`src/rtl/hdmi_pkg.sv`:
```
// Shared definitions for the HDMI reset sequencer: state encodings, default
// timing parameters and a small helper used to size the shared counter.
package hdmi_pkg;

  localparam int unsigned DefSyncStages       = 2;
  localparam int unsigned DefLockStableCycles = 1024;
  localparam int unsigned DefSerdesHoldCycles = 16;
  localparam int unsigned DefVideoDelayCycles = 16;

  typedef enum logic [2:0] {
    StWaitLock  = 3'd0,
    StStabilize = 3'd1,
    StSerdesRst = 3'd2,
    StVideoRst  = 3'd3,
    StRun       = 3'd4
  } state_e;

  function automatic int unsigned max3(int unsigned a, int unsigned b, int unsigned c);
    int unsigned m;
    m = (a > b) ? a : b;
    return (m > c) ? m : c;
  endfunction

endpackage

```
`src/rtl/sync_ff.sv`:
```
// Multi-flop synchronizer for bringing asynchronous signals into the clk domain.
// Each bit is synchronized independently; only use Width > 1 for unrelated bits.
module sync_ff #(
  parameter int unsigned Depth = 2,
  parameter int unsigned Width = 1
) (
  input  logic             clk,
  input  logic             resetn,
  input  logic [Width-1:0] d,
  output logic [Width-1:0] q
);

  logic [Width-1:0] stage_q [Depth];

  always_ff @(posedge clk or negedge resetn) begin
    if (!resetn) begin
      for (int i = 0; i < Depth; i++) begin
        stage_q[i] <= '0;
      end
    end else begin
      stage_q[0] <= d;
      for (int i = 1; i < Depth; i++) begin
        stage_q[i] <= stage_q[i-1];
      end
    end
  end

  assign q = stage_q[Depth-1];

endmodule

```
`src/rtl/hdmi_reset_sequencer.sv`:
```
// Brings up the HDMI serializers and video pipeline after PLL lock, in order:
// wait for stable lock, pulse serializer reset, then release the video domain.
module hdmi_reset_sequencer
  import hdmi_pkg::*;
#(
  parameter int unsigned SYNC_STAGES        = DefSyncStages,
  parameter int unsigned LOCK_STABLE_CYCLES = DefLockStableCycles,
  parameter int unsigned SERDES_HOLD_CYCLES = DefSerdesHoldCycles,
  parameter int unsigned VIDEO_DELAY_CYCLES = DefVideoDelayCycles
) (
  input  logic       clk,
  input  logic       resetn,
  input  logic       pll_lock,
  input  logic       soft_reset_req,
  output logic       serdes_rst,
  output logic       video_rstn,
  output logic       ready,
  output logic [2:0] state,
  output logic [7:0] relock_count
);

  localparam int unsigned MaxCycles =
      max3(LOCK_STABLE_CYCLES, SERDES_HOLD_CYCLES, VIDEO_DELAY_CYCLES);
  localparam int unsigned CntW = $clog2(MaxCycles) + 1;

  localparam logic [CntW-1:0] StableLast = CntW'(LOCK_STABLE_CYCLES - 1);
  localparam logic [CntW-1:0] SerdesLast = CntW'(SERDES_HOLD_CYCLES - 1);
  localparam logic [CntW-1:0] VideoLast  = CntW'(VIDEO_DELAY_CYCLES - 1);

  logic            lock_s;
  state_e          state_q, state_d;
  logic [CntW-1:0] cnt_q, cnt_d;
  logic [7:0]      relock_q, relock_d;
  logic            serdes_rst_q, video_rstn_q, ready_q;

  sync_ff #(
    .Depth (SYNC_STAGES),
    .Width (1)
  ) u_lock_sync (
    .clk    (clk),
    .resetn (resetn),
    .d      (pll_lock),
    .q      (lock_s)
  );

  always_comb begin
    state_d  = state_q;
    cnt_d    = cnt_q + 1'b1;
    relock_d = relock_q;

    unique case (state_q)
      StWaitLock: begin
        cnt_d = '0;
        if (lock_s) state_d = StStabilize;
      end
      StStabilize: begin
        if (cnt_q == StableLast) begin
          state_d = StSerdesRst;
          cnt_d   = '0;
        end
      end
      StSerdesRst: begin
        if (cnt_q == SerdesLast) begin
          state_d = StVideoRst;
          cnt_d   = '0;
        end
      end
      StVideoRst: begin
        if (cnt_q == VideoLast) begin
          state_d = StRun;
          cnt_d   = '0;
        end
      end
      StRun: begin
        cnt_d = '0;
        if (soft_reset_req) state_d = StSerdesRst;
      end
      default: begin
        state_d = StWaitLock;
        cnt_d   = '0;
      end
    endcase

    // Lock loss overrides every other event, including a soft reset request.
    if (state_q != StWaitLock && !lock_s) begin
      state_d = StWaitLock;
      cnt_d   = '0;
      if (state_q == StRun && relock_q != 8'hff) relock_d = relock_q + 8'd1;
    end
  end

  // Outputs are decoded from the next state so they move on the same edge as state.
  always_ff @(posedge clk or negedge resetn) begin
    if (!resetn) begin
      state_q      <= StWaitLock;
      cnt_q        <= '0;
      relock_q     <= '0;
      serdes_rst_q <= 1'b1;
      video_rstn_q <= 1'b0;
      ready_q      <= 1'b0;
    end else begin
      state_q      <= state_d;
      cnt_q        <= cnt_d;
      relock_q     <= relock_d;
      serdes_rst_q <= (state_d != StRun) && (state_d != StVideoRst);
      video_rstn_q <= (state_d == StRun);
      ready_q      <= (state_d == StRun);
    end
  end

  assign state        = state_q;
  assign relock_count = relock_q;
  assign serdes_rst   = serdes_rst_q;
  assign video_rstn   = video_rstn_q;
  assign ready        = ready_q;

endmodule

```
`config.mk`:
```
export PLATFORM = sky130hd
export DESIGN_NAME = hdmi_reset_sequencer
export DESIGN_NICKNAME = d
export VERILOG_FILES = /design/src/rtl/hdmi_pkg.sv /design/src/rtl/sync_ff.sv /design/src/rtl/hdmi_reset_sequencer.sv
export SDC_FILE = /design/constraint.sdc
export NUM_CORES = 1
export LEC_CHECK = 0
export CAP_MARGIN = 15
export CORE_MARGIN = 10
export CORE_UTILIZATION = 45
export DETAILED_ROUTE_END_ITERATION = 8
export GPL_TIMING_DRIVEN = 0
export PLACE_DENSITY_LB_ADDON = 0.05
export SETUP_SLACK_MARGIN = 0.3
export SLEW_MARGIN = 20
export SYNTH_ARGS = -nofsm -noshare
export SYNTH_HDL_FRONTEND = slang
export SYNTH_SLANG_ARGS = --single-unit
```
`constraint.sdc`:
```
create_clock -name clk -period 3.3 [get_ports clk]
set_input_delay 0.66 -clock clk [delete_from_list [all_inputs] [get_ports clk]]
set_output_delay 0.66 -clock clk [all_outputs]
set_load 0.05 [all_outputs]
```
==> run metrics <==
status=complete, no violations; FP Rows=19; Slew @ Worst Pin=between 0.5 and 0.6 ns; Final min period=~2.4 ns; Crit. Startpoint=state[0]; core area=0.00271 mm²; CP max FO=8; Syn Area/Cell=approximately 11 µm²; # setup viols final=0; Die Ht=around 73 µm; post-route setup TNS=0 ns; pwr dens=340 mW/mm²; CP max stage delay=roughly 0.86 ns; most frequent cell after synthesis=dfrtp_1; Post-synth EDFFs=0; GRT Total Usage=9.96%; CTS tree=built; post_cts resized=0; Synth Instances=roughly 120; Reg area=~650 µm²; Syn-to-layout area delta=19.0%; # port buffers=17; vias in the first global route=962; # fillers=approximately 260; synthesized area=around 0.0013 mm²; Top delay family on crit path=buffers and inverters; DRT Wirelength=2450 µm; Synth top area share=between 40 and 50%; cell type with the largest total area after synthesis=dfrtp_1; Commonest cells post-synth=25 x dfrtp_1, 15 x nor2_1, 10 x nand2_1; async set or reset register ratio after synthesis=between 90% and 100%; Syn Nets=~120; via/cell ratio=approximately 5.4; largest net degree at the start of global routing=27; routability congestion estimate=between 0.7 and 0.8; Die W=72.9 µm; critical path endpoint category=output port; htree depth=1; gr ovfl total=0; final antenna-violating net count=0; initial antenna violation count=0; Slew Viols, Final=0; Max Cap Violations=0; WL/cell=14.4 µm; Die ar.=0.00532 mm²; critical path arrival=roughly 1.7 ns; count of cell types in the netlist=38; ys flop type=dfrtp_1; RSZ-0062 raised after global routing=no; dpl ws=between 1 and 1.5 ns; CP max-delay cell=clkdlybuf4s50_1; flops & latches, synth=26; worst path cell trace=clkdlybuf4s50_1; CP bufs+invs=1; # IOs=18; fin crit share=71.7%; worst reg2reg startpoint=cnt_q[0]; Final Skew=between 0.0015 and 0.002 ns; Critical Path RT=2.64 ns; first-pass GRT wire length=~4300 µm; hold_ws=slightly above 0.3 ns; Clock Latency Late Sink=around 0.32 ns; area of the multi-input gates=around 590 µm²; Max-Slew Margin vs Limit=62.4%; Final nets=between 100 and 150; DR pass1 iterations=4; Clock transition at path regs=between 0.1 and 0.15 ns; Num CTS Buffers=3; Clock Tree Buf Depth=2; Yosys warnings=0; Leakage=around 0.00062 µW; Hold-fix buffers, CTS=0; ANT cells=0; setup bufs post-CTS=0; final hold vios=0; effective utilization at floorplan=a little under half; maximum clock rate=approximately 420 MHz; crit path kind=reg -> out; clock root buffer=clkbuf_4; initial DRC count=73; via count=about 930; Final Worst Setup Slack=0.934 ns; drt drc=0; HP Class=in -> async; CP Launch Type=register; top post-synthesis cells by area=dfrtp_1 50%, xnor2_1 6.3%, xor2_1 4.9%, nor2_1 4.5%, nand3_1 3.2%; share of post-route cells with drive strength above 1=~11%; sequential element share of the synthesized area=51.7%; peak supply drop=0.239 mV; Final HPWL DP=1790 µm; clock sinks=26
-- sequential cells by signal, summed over array words and instances, names as in the netlist --
register,flops
cnt_q,11
relock_count,8
state,3
ready,1
serdes_rst,1
u_lock_sync.q,1
u_lock_sync.stage_q,1
-- worst paths after layout --
| kind | endpoint | slack, ns | cells past startpoint |
|---|---|---|---|
| setup / recovery | state[0] | 0.93 | 1 |
| hold / removal | cnt_q[4] | 0.31 | 1 |
| setup reg to reg | cnt_q[7] | 1.24 | 5 |
| hold reg to reg | u_lock_sync.q | 0.36 | 0 |
| max in group asynchronous | serdes_rst | 2.62 | 1 |
| min in group clk | u_lock_sync.q | 0.36 | 0 |
-- cell families (layout without fill, tap and decap cells) --
| logic type | Yosys count | after routing | share of synthesized area [%] |
|---|---|---|---|
| buffers and inverters | 4 | 25 | 1.49 |
| DFF | 26 | 26 | 51.7 |
| adders and majority gates | 2 | 2 | 1.98 |
| xor gates and xnor gates | 16 | 16 | 11.1 |
| muxes | 1 | 1 | 0.893 |
| AOI/OAI and AO/OA | 10 | 10 | 6.75 |
| and+or+nand+nor | 59 | 59 | 26.1 |
-- where the power goes --
group          switching (µW)  internal [µW]  leakage (µW)
Clock                    92.7           67.5     0.0000210
Sequential               4.23            322      0.000353
Combinational            16.2           7.93      0.000241
Total                     113            397      0.000616
-- placed cells by master, fill, tap and decap left out, drive strengths merged, types with 3 or more instances in the layout --
| master | n |
|---|---|
| clkdlybuf4s50 | 16 |
| nand3 | 8 |
| xor2 | 7 |
| nor2b | 3 |
| nand2b | 3 |
| xnor2 | 9 |
| nand2 | 10 |
| nor2 | 15 |
| clkbuf | 5 |
| dfrtp | 25 |
| nand4 | 4 |
| nor4 | 3 |
-- worst register-to-register path, cell delays in order, from the launching register on --
cell and delay, ns:
dfrtp_1 0.41, ha_1 0.22, nand3_1 0.17, or4_4 0.56
a32oi_2 0.46, nor2_1 0.12
-- stage by stage --
step | utilization [%] | instances | cell area [µm²] | total power, µW
3_3_place_gp | 54.2 | 166 | 1470 | 357
6_report | 55.4 | 170 | 1500 | 510
2_1_floorplan | - | 118 | 1260 | 343
5_1_grt | 55.4 | 170 | 1500 | 532
3_5_place_dp | 54.1 | 166 | 1470 | 357
4_1_cts | 55.4 | 170 | 1500 | 519
-- cell type report --
class                   instances  area share [%]
plain buffers                   2           0.750
clock buffers                   4            2.42
inverters                       2           0.500
multi-input cells              88            39.3
flip-flops and latches         26            43.4
well taps                      31            2.58
repair buffers                 17            11.0
-- per-layer routing --
layer	vias up	global-route usage (%)	share of wire, %
li1	455	-	-
met1	448	11.6	41
met2	18	16.3	49
met3	5	3.13	7.4
met4	0	4.43	1.7
met5	-	0	0
Power figures use the tool's default switching activity.
